### config.mk
export PLATFORM = sky130hd
export DESIGN_NAME = integral_image_builder_flat
export DESIGN_NICKNAME = d
export VERILOG_FILES = /design/src/rtl/integral_image_builder_if.sv /design/src/rtl/integral_image_builder.sv /design/src/flat_wrapper.sv
export SDC_FILE = /design/constraint.sdc
export NUM_CORES = 2
export LEC_CHECK = 0
export CORE_ASPECT_RATIO = 0.5
export CORE_UTILIZATION = 55
export CTS_BUF_LIST = sky130_fd_sc_hd__clkbuf_8
export DETAILED_ROUTE_END_ITERATION = 16
export PLACE_DENSITY = 0.81
export SLEW_MARGIN = 25
export SYNTH_ARGS = -nofsm -noshare
export SYNTH_HDL_FRONTEND = slang
export SYNTH_SLANG_ARGS = --single-unit
### constraint.sdc
create_clock -name clk_vga -period 15.24 [get_ports clk_vga]
set_input_delay 1.524 -clock clk_vga [delete_from_list [all_inputs] [get_ports clk_vga]]
set_output_delay 1.524 -clock clk_vga [all_outputs]
set_load 0.02 [all_outputs]
### src/rtl/integral_image_builder_if.sv
// Pixel stream in, integral-image write port and frame status out.
interface integral_image_builder_if;
    logic        pix_valid;
    logic        pix_sof;
    logic [3:0]  pix_data;
    logic        ii_wr_en;
    logic [14:0] ii_wr_addr;
    logic [19:0] ii_wr_data;
    logic        busy;
    logic        frame_done;

    modport master (
        output pix_valid, pix_sof, pix_data,
        input  ii_wr_en, ii_wr_addr, ii_wr_data, busy, frame_done
    );

    modport slave (
        input  pix_valid, pix_sof, pix_data,
        output ii_wr_en, ii_wr_addr, ii_wr_data, busy, frame_done
    );
endinterface

### src/rtl/integral_image_builder.sv
// Streams a raster-order frame and emits ii(x,y) = running row sum + ii(x,y-1)
// from a one-row delay line, one registered write per accepted pixel.
module integral_image_builder #(
    parameter int II_WIDTH  = 160,
    parameter int II_HEIGHT = 120
) (
    input logic                     clk_vga,
    input logic                     rst_n,
    integral_image_builder_if.slave bus
);
    localparam int CW = (II_WIDTH  > 1) ? $clog2(II_WIDTH)  : 1;
    localparam int RW = (II_HEIGHT > 1) ? $clog2(II_HEIGHT) : 1;
    localparam logic [CW-1:0] COL_LAST = CW'(II_WIDTH - 1);
    localparam logic [RW-1:0] ROW_LAST = RW'(II_HEIGHT - 1);

    typedef enum logic [1:0] {IDLE, ACCUM, DONE} state_t;

    state_t      state_reg, state_next;
    logic        frame_done_reg, frame_done_next;
    logic [CW-1:0] col_ctr_reg;
    logic [RW-1:0] row_ctr_reg;
    logic [19:0] row_sum_reg;
    logic [14:0] pix_addr_reg;
    logic        ii_wr_en_reg;
    logic [14:0] ii_wr_addr_reg;
    logic [19:0] ii_wr_data_reg;

    logic [19:0] line_buf [II_WIDTH];

    logic          start, accept, col_last, row_last, frame_last;
    logic [CW-1:0] cur_col;
    logic [RW-1:0] cur_row;
    logic [14:0]   cur_addr;
    logic [19:0]   row_sum_next, above, ii_value;

    // A start-of-frame pixel is processed as (0,0) from IDLE or ACCUM alike,
    // which is what makes a mid-frame sof an abort/restart.
    always_comb begin
        start        = bus.pix_valid & bus.pix_sof & (state_reg != DONE);
        accept       = bus.pix_valid & ((state_reg == ACCUM) | start);
        cur_col      = start ? '0 : col_ctr_reg;
        cur_row      = start ? '0 : row_ctr_reg;
        cur_addr     = start ? '0 : pix_addr_reg;
        col_last     = (cur_col == COL_LAST);
        row_last     = (cur_row == ROW_LAST);
        frame_last   = accept & col_last & row_last;
        row_sum_next = (cur_col == '0) ? {16'd0, bus.pix_data}
                                       : row_sum_reg + 20'(bus.pix_data);
        // Row 0 never looks at the delay line, so stale contents are harmless.
        above        = (cur_row == '0) ? 20'd0 : line_buf[cur_col];
        ii_value     = row_sum_next + above;
    end

    always_ff @(posedge clk_vga or negedge rst_n) begin
        if (!rst_n) begin
            state_reg      <= IDLE;
            frame_done_reg <= 1'b0;
        end else begin
            state_reg      <= state_next;
            frame_done_reg <= frame_done_next;
        end
    end

    always_comb begin
        state_next      = state_reg;
        frame_done_next = 1'b0;
        case (state_reg)
            IDLE, ACCUM: begin
                if (frame_last)
                    state_next = DONE;
                else if (start)
                    state_next = ACCUM;
            end
            DONE: begin
                state_next      = IDLE;
                frame_done_next = 1'b1;
            end
            default: state_next = IDLE;
        endcase
    end

    always_ff @(posedge clk_vga or negedge rst_n) begin
        if (!rst_n) begin
            col_ctr_reg    <= '0;
            row_ctr_reg    <= '0;
            row_sum_reg    <= '0;
            pix_addr_reg   <= '0;
            ii_wr_en_reg   <= 1'b0;
            ii_wr_addr_reg <= '0;
            ii_wr_data_reg <= '0;
        end else if (accept) begin
            ii_wr_en_reg   <= 1'b1;
            ii_wr_addr_reg <= cur_addr;
            ii_wr_data_reg <= ii_value;
            row_sum_reg    <= row_sum_next;
            pix_addr_reg   <= frame_last ? 15'd0 : cur_addr + 15'd1;
            if (col_last) begin
                col_ctr_reg <= '0;
                row_ctr_reg <= row_last ? '0 : cur_row + 1'b1;
            end else begin
                col_ctr_reg <= cur_col + 1'b1;
                row_ctr_reg <= cur_row;
            end
        end else begin
            ii_wr_en_reg <= 1'b0;
        end
    end

    always_ff @(posedge clk_vga) begin
        if (accept)
            line_buf[cur_col] <= ii_value;
    end

    assign bus.ii_wr_en   = ii_wr_en_reg;
    assign bus.ii_wr_addr = ii_wr_addr_reg;
    assign bus.ii_wr_data = ii_wr_data_reg;
    assign bus.busy       = (state_reg != IDLE);
    assign bus.frame_done = frame_done_reg;
endmodule

### src/flat_wrapper.sv
// flat-port wrapper written by rule: the top's interface ports become plain ports
module integral_image_builder_flat 
#(
    parameter int II_WIDTH  = 160,
    parameter int II_HEIGHT = 120
)
  (clk_vga, rst_n, bus_pix_valid, bus_pix_sof, bus_pix_data, bus_ii_wr_en, bus_ii_wr_addr, bus_ii_wr_data, bus_busy, bus_frame_done);
  integral_image_builder_if bus_i ();
  input logic clk_vga;
  input logic rst_n;
  input wire logic [$bits(bus_i.pix_valid)-1:0] bus_pix_valid;
  input wire logic [$bits(bus_i.pix_sof)-1:0] bus_pix_sof;
  input wire logic [$bits(bus_i.pix_data)-1:0] bus_pix_data;
  output wire logic [$bits(bus_i.ii_wr_en)-1:0] bus_ii_wr_en;
  output wire logic [$bits(bus_i.ii_wr_addr)-1:0] bus_ii_wr_addr;
  output wire logic [$bits(bus_i.ii_wr_data)-1:0] bus_ii_wr_data;
  output wire logic [$bits(bus_i.busy)-1:0] bus_busy;
  output wire logic [$bits(bus_i.frame_done)-1:0] bus_frame_done;
  assign bus_i.pix_valid = bus_pix_valid;
  assign bus_i.pix_sof = bus_pix_sof;
  assign bus_i.pix_data = bus_pix_data;
  assign bus_ii_wr_en = bus_i.ii_wr_en;
  assign bus_ii_wr_addr = bus_i.ii_wr_addr;
  assign bus_ii_wr_data = bus_i.ii_wr_data;
  assign bus_busy = bus_i.busy;
  assign bus_frame_done = bus_i.frame_done;
  integral_image_builder #(.II_WIDTH(II_WIDTH), .II_HEIGHT(II_HEIGHT)) u_core (.clk_vga(clk_vga), .rst_n(rst_n), .bus(bus_i));
endmodule
==> After elaboration in Yosys (flattened, before gate mapping) <==
Memories as Yosys holds them, arrays and structs flattened.
Index checks and enable logic that the tools add are counted.
{ "classes": {"n_reduce_logical": 5, "mux": 15, "eq_ne": 6, "add_sub_neg": 5, "bitwise": 6} }
{ "op_table": {"columns": ["op", "n"], "rows": [
  ["20-bit 2-to-1 mux", 2],
  ["15-bit 2-to-1 mux", 2],
  ["7-bit 2-to-1 mux", 3],
  ["20-bit adder", 1],
  ["20-bit by 4-bit adder with 20-bit output", 1],
  ["8-bit 2-to-1 mux", 2],
  ["15-bit by 1-bit adder with 15-bit output (second input constant)", 1],
  ["8-bit by 1-bit adder with 8-bit output (second input constant)", 1],
  ["8-bit == test (second input constant)", 1],
  ["8-bit logical NOT", 1],
  ["7-bit by 1-bit adder with 7-bit output (second input constant)", 1],
  ["7-bit == test (second input constant)", 1],
  ["7-bit logical NOT", 1],
  ["2-bit 2-to-1 mux", 3],
  ["1-bit bitwise AND", 5],
  ["1-bit 2-to-1 mux", 3],
  ["3-bit by 1-bit != test with 1-bit output (second input constant)", 1],
  ["2-bit by 1-bit == test with 1-bit output (second input constant)", 1],
  ["2-bit == test (second input constant)", 1],
  ["2-bit logical NOT", 1],
  ["2-bit != test (second input constant)", 1],
  ["2-bit nonzero test", 1],
  ["2-bit OR reduction", 1],
  ["1-bit bitwise OR", 1]
]} }
{ "totals": {"ramBits": 3200, "wordCells": 47, "in_bits": 8, "reg_bits": 89, "n_memories": 1} }
{ "mem_list": {"columns": ["name", "words", "width", "read_ports", "rd_clocked_by_memory_dff", "write_ports", "line", "text"], "rows": [
  ["u_core.line_buf", 160, 20, 1, 0, 1, "integral_image_builder.sv:28", "logic [19:0] line_buf [II_WIDTH];"]
]} }

==> Depth between registers and ports, before layout <==
{ "depth": {"word_depth": 8, "depth_mapped": 28, "ltp_nobuf": 23} }

==> Worst setup path after synthesis <==
Ideal clock, no wire load.
{ "synth_path": {"path_kind": "input -> register", "startpoint": "input bus_pix_valid", "endpoint": "memory u_core.line_buf[0][14], data pin", "n_path_buf": 8, "t_arrival_ps": 11548, "cell_stages": 25, "t_required_ps": 13843, "setup_slack_ps": 2296, "cell_sequence": "and2_4 buf_6 a21oi_4 inv_2 buf_2 buf_2 buf_2 buf_2 buf_2 ha_1 clkbuf_1 nand2_1 nor2_1 clkbuf_1 mux2i_1 fa_1 nor2b_1 o21ai_0 a21oi_1 o211ai_1 a31o_2 a21oi_1 a21o_1 a211oi_1 nor3_1"} }
{ "synth_via": {"elab_chain_cells": 6, "word_cells_on_any_way": 10} }
{ "synth_rtl": {"columns": ["element", "line", "text"], "rows": [
  ["start, declared", "flat_wrapper.sv:11", "input wire logic [$bits(bus_i.pix_valid)-1:0] bus_pix_valid;"],
  ["1-bit bitwise AND * (2 in a row)", "integral_image_builder.sv:39", "start = bus.pix_valid & bus.pix_sof & (state_reg != DONE);"],
  ["8-bit 2-to-1 mux / 7-bit 2-to-1 mux (equally long branches)", "integral_image_builder.sv:41, integral_image_builder.sv:42", null],
  ["memory read 160 x 20 bit, or another cell as far along", null, null],
  ["20-bit 2-to-1 mux, on equally long branches", "integral_image_builder.sv:50, integral_image_builder.sv:47", null],
  ["20-bit adder *", "integral_image_builder.sv:51", "ii_value = row_sum_next + above;"],
  ["via u_core.ii_value[14]", "integral_image_builder.sv:34", "logic [19:0] row_sum_next, above, ii_value;"],
  ["end, declared", "integral_image_builder.sv:28", null]
]} }
Mark *: on every way through the listed nets, which the timed path passes. The rest lies on a longest branch.

==> Worst setup path in the final report <==
{ "layout_path": {"startpoint": "register u_core.col_ctr_reg[1]", "endpoint": "memory u_core.line_buf[5][10], data pin"} }
{ "layout_via": {"elab_chain_cells": 4, "word_cells_on_any_way": 6} }
{ "layout_rtl": {"columns": ["element", "line", "text"], "rows": [
  ["start, declared", "integral_image_builder.sv:20", "logic [CW-1:0] col_ctr_reg;"],
  ["start signal, assigned", "integral_image_builder.sv:101", "col_ctr_reg <= cur_col + 1'b1;"],
  ["8-bit 2-to-1 mux *", "integral_image_builder.sv:41", "cur_col = start ? '0 : col_ctr_reg;"],
  ["memory read 160 x 20 bit / 8-bit logical NOT (equally long branches)", null, null],
  ["20-bit 2-to-1 mux, on equally long branches", "integral_image_builder.sv:50, integral_image_builder.sv:47", null],
  ["20-bit adder *", "integral_image_builder.sv:51", null],
  ["via u_core.ii_value[10]", "integral_image_builder.sv:34", null]
]} }
Marks and branches as above.

==> flow_metrics.env <==
export IMPL_power_switching_share_pct=33.18
export IMPL_finalSetupTns_ns=0
export IMPL_min_delay_path_depth=2
export IMPL_ctsRootBufferMaster="clkbuf_8"
export IMPL_yosys_register_bits=3289
export IMPL_grt_pass1_wl_mm=559.2
export IMPL_core_area_um2=237000
export IMPL_crit_path_start="u_core.col_ctr_reg[1]$_DFFE_PN0P_"
export IMPL_cts_reportedPaths_clkPinSlew_ns=0.07
export IMPL_reg2reg_slack_ns=4.97
export IMPL_cp_top_family="buffers and inverters"
export IMPL_r2r_end="u_core.line_buf[5][10]$_DFFE_PP_"
export IMPL_powerDensity_nw_per_um2=153.2
export IMPL_cts_setup_buffers=0
export IMPL_first_global_vias=83590
export IMPL_tritoncts_clock_tree="done"
export IMPL_top_cells_by_area_in_the_synthesized_netlist="edfxtp_1, nand2_1, mux2i_1"
export IMPL_grt_usage_pct=31.58
export IMPL_worstPathMaxFanout=168
export IMPL_crit_path_start_kind="flop"
export IMPL_worstHoldPathType="reg2reg"
export IMPL_min_delay_worst_endpoint="u_core.bus.ii_wr_data[9]$_DFFE_PN0P_"
export IMPL_cp_num_buf_inv=6
export IMPL_cts_num_sinks=3289
export IMPL_netlist_top_cells_count="edfxtp_1, nand2_1, o21ai_0, a211oi_1, nor2b_1"
export IMPL_power_static_leakage_nw=47.89
export IMPL_finalWorstPathRequiredPeriod_ns=10.27
export IMPL_fillCellCount=16270
export IMPL_nNetsFinal=9453
export IMPL_number_of_antenna_violations_at_the_first_check_in_global_routing=19
export IMPL_firstDrtPassIters=11
export IMPL_slew_headroom_pct=21.29
export IMPL_drcViolationCount=0
export IMPL_layout_worst_path_cycle_share_pct=67.37
export IMPL_floorplan_initialDensity_pct=55.60
export IMPL_setup_viol=0
export IMPL_die_area_um2=241600
export IMPL_overflow_after_grt=0
export IMPL_cpMostUsedCell="buf_4"
export IMPL_die_height_um=348.1
export IMPL_htree_num_levels=5
export IMPL_critical_path_cell_chain="inv_1 -> a21oi_4 -> inv_8 -> buf_12 -> buf_4 -> nand2_1 -> a31oi_1 -> o22ai_1 -> o31ai_1 -> o2111ai_1 -> o211ai_1 -> o311a_1 -> ha_1 -> o21ai_0 -> a21oi_1 -> o211ai_1 -> a31o_2 -> nand2b_1 -> xor2_4 -> buf_4 -> buf_4"
export IMPL_timing_worst_slew_pin_value_ns=1.172
export IMPL_synthArstFlopShare_pct=2.706
export IMPL_post_synth_top_area_fraction_pct=72.94
export IMPL_max_ffs_per_register=3200
export IMPL_cts_made_buffers=448
export IMPL_status="finished, final reports clean"
export IMPL_synth_most_common_cell="edfxtp_1"
export IMPL_total_of_warnings_raised_by_yosys=0
export IMPL_crit_type="reg2reg"
export IMPL_critical_path_max_stage_delay_ns=0.86
export IMPL_ratio_of_cells_with_drive_above_1_in_the_final_layout_pct=10.90
export IMPL_postSynthNetCount=9359
export IMPL_netlist_instances=9319
export IMPL_synthDominantAreaCellType="edfxtp_1"
export IMPL_hold_path_startpoint="u_core.bus.ii_wr_data[9]$_DFFE_PN0P_"
export IMPL_timing_max_cap_violations=0
export IMPL_most_used_dff_post_synth="edfxtp_1"
export IMPL_placed_cells_incl_taps=12150
export IMPL_synth_yosys_seq_area_share_pct=74.63
export IMPL_rr_startpoint="u_core.col_ctr_reg[1]$_DFFE_PN0P_"
export IMPL_crit_path_end_kind="flop"
export IMPL_setup_repair_after_global_routing_missed_its_margin="no"
export IMPL_insertion_delay_of_the_later_clocked_pin_in_the_worst_skew_pair_ns=1.08
export IMPL_drt_wl_total_mm=392.1
export IMPL_avg_synthesized_cell_area_um2=14.14
export IMPL_syn_cell_area_um2=131700
export IMPL_synth_edf_count=3200
export IMPL_p_comb_share_pct=23.8
export IMPL_power_share_sequential_pct=47.8
export IMPL_hold_violations=0
export IMPL_initialDrtViolationCount=16180
export IMPL_share_clk_of_total_power_pct=28.5
export IMPL_worst_r2r_path_depth=21
export IMPL_timing_final_max_slew_violations=0
export IMPL_vias_per_cell=6.727
export IMPL_port_buffers=45
export IMPL_power_internal_w=0.01484
export IMPL_cts_path_max_buffers=4
export IMPL_worst_ep_arrival_time_ns=10.92
export IMPL_number_of_vias_after_detailed_routing=87220
export IMPL_post_dp_hpwl_mm=209.7
export IMPL_clock_skew_final_ns=0.1031
export IMPL_net_switching_power_w=0.007371
export IMPL_area_growth_syn_to_layout_pct=10.06
export IMPL_stdcell_count=12970
export IMPL_dieWidth_um=694.1
export IMPL_antenna_violating_nets_post_route=0
export IMPL_timing_critical_path_required_ns=15.90
export IMPL_slowest_stage="buf_4"
export IMPL_combined_area_of_the_multi_input_logic_cells_um2=31540
export IMPL_ys_types=78
export IMPL_maxClockFrequency_mhz=97.40
export IMPL_placement_rows=126
export IMPL_routed_wire_length_per_instance_um=30.24
export IMPL_ff_latch_area_um2=98330
export IMPL_ctsHoldBuffers=0
export IMPL_place_congestion=0.9371
export IMPL_max_vdd_ir_drop_mv=0.1406
export IMPL_post_cts_resize_count=0
export IMPL_ios=46
export IMPL_largest_net_degree_at_the_start_of_global_routing=169
-- placed cells by master (no fill, tap or decap), types with 215 or more instances in the layout --
master | Yosys | layout
edfxtp_1 | 3200 | 3200
nand2_1 | 1663 | 1662
clkbuf_8 | 0 | 470
o21ai_0 | 462 | 457
a211oi_1 | 440 | 440
nor2b_1 | 434 | 434
a31oi_1 | 427 | 427
a21oi_1 | 398 | 395
mux2i_1 | 377 | 377
o22ai_1 | 364 | 363
buf_4 | 28 | 215
-- worst register-to-register path: stages (launching register included) --
cell and delay, ns:
dfrtp_4 0.78, inv_1 0.88, a21oi_4 0.26, inv_8 0.76, buf_12 0.76, buf_4 0.97, nand2_1 0.17, a31oi_1 0.23
o22ai_1 0.19, o31ai_1 0.78, o2111ai_1 0.25, o211ai_1 0.19, o311a_1 0.22, ha_1 0.25, o21ai_0 0.13, a21oi_1 0.15
o211ai_1 0.26, a31o_2 0.24, nand2b_1 0.13, xor2_4 0.60, buf_4 0.72, buf_4 0.87
-- power groups by stage --
stage | Sequential, W | Clock (W) | Combinational [W]
global route | 0.0106 | 0.00667 | 0.00543
floorplan | 0.0109 | 0 | 0.00307
detailed placement | 0.0108 | 0 | 0.00499
CTS | 0.0106 | 0.00628 | 0.00501
global placement | 0.0108 | 0 | 0.00486
finish | 0.0106 | 0.00632 | 0.00528
-- cell type report --
| class | count | area share, % |
|---|---|---|
| diodes | 5 | 0.008630 |
| clock buffers | 470 | 4.462 |
| inverters | 33 | 0.09924 |
| repair buffers | 297 | 1.959 |
| well taps | 3200 | 2.762 |
| flip-flops and latches | 3289 | 67.82 |
| multi-input cells | 5344 | 21.75 |
| clock inverters | 327 | 1.136 |
-- worst max path at each step --
stage / end / slack (ns) / cells after the start
floorplan: u_core.line_buf[0][14]$_DFFE_PP_ / 2.30 / 25
global placement: u_core.line_buf[11][18]$_DFFE_PP_ / 4.75 / 21
detailed placement: u_core.line_buf[137][8]$_DFFE_PP_ / 4.81 / 21
CTS: u_core.line_buf[140][8]$_DFFE_PP_ / 5.70 / 20
global route: u_core.line_buf[14][10]$_DFFE_PP_ / 5.12 / 21
finish: u_core.line_buf[5][10]$_DFFE_PP_ / 4.97 / 21
-- stage by stage --
step	hold slack (ns)	util, %	worst slack (ns)	power (W)	instance area (µm²)
2_1_floorplan	0.4428	-	2.296	0.01398	131700
3_3_place_gp	0.4546	57.61	4.746	0.01565	136500
3_5_place_dp	0.4564	57.66	4.805	0.01580	136600
4_1_cts	0.4735	61.08	5.700	0.02190	144700
5_1_grt	0.5064	61.18	5.119	0.02271	145000
6_report	0.4683	61.19	4.973	0.02221	145000
-- kinds of logic (layout without fill, tap and decap cells) --
| group | Yosys count | after routing | synth area share (%) |
|---|---|---|---|
| flip-flops | 3289 | 3289 | 74.63 |
| AND/OR/NAND/NOR | 2587 | 2587 | 8.545 |
| AO/OA/AOI/OAI | 2286 | 2286 | 10.73 |
| buffers and inverters | 686 | 1127 | 2.367 |
| multiplexers | 406 | 406 | 3.189 |
| XOR/XNOR | 33 | 33 | 0.2194 |
| adder cells (fa/ha/maj) | 32 | 32 | 0.3153 |
| other | 0 | 5 | 0 |
-- per-layer routing --
layer,wire length [µm],vias to the layer above,part of all wire (%),track usage (%)
met5,144,-,0.037,0.1386
met1,133400,42100,34,42.09
met3,66380,1447,17,11.06
met2,169100,7970,43,45.62
met4,23070,16,5.9,17.44
li1,-,35690,-,-
No activity file was read; power rests on OpenSTA's default activity.
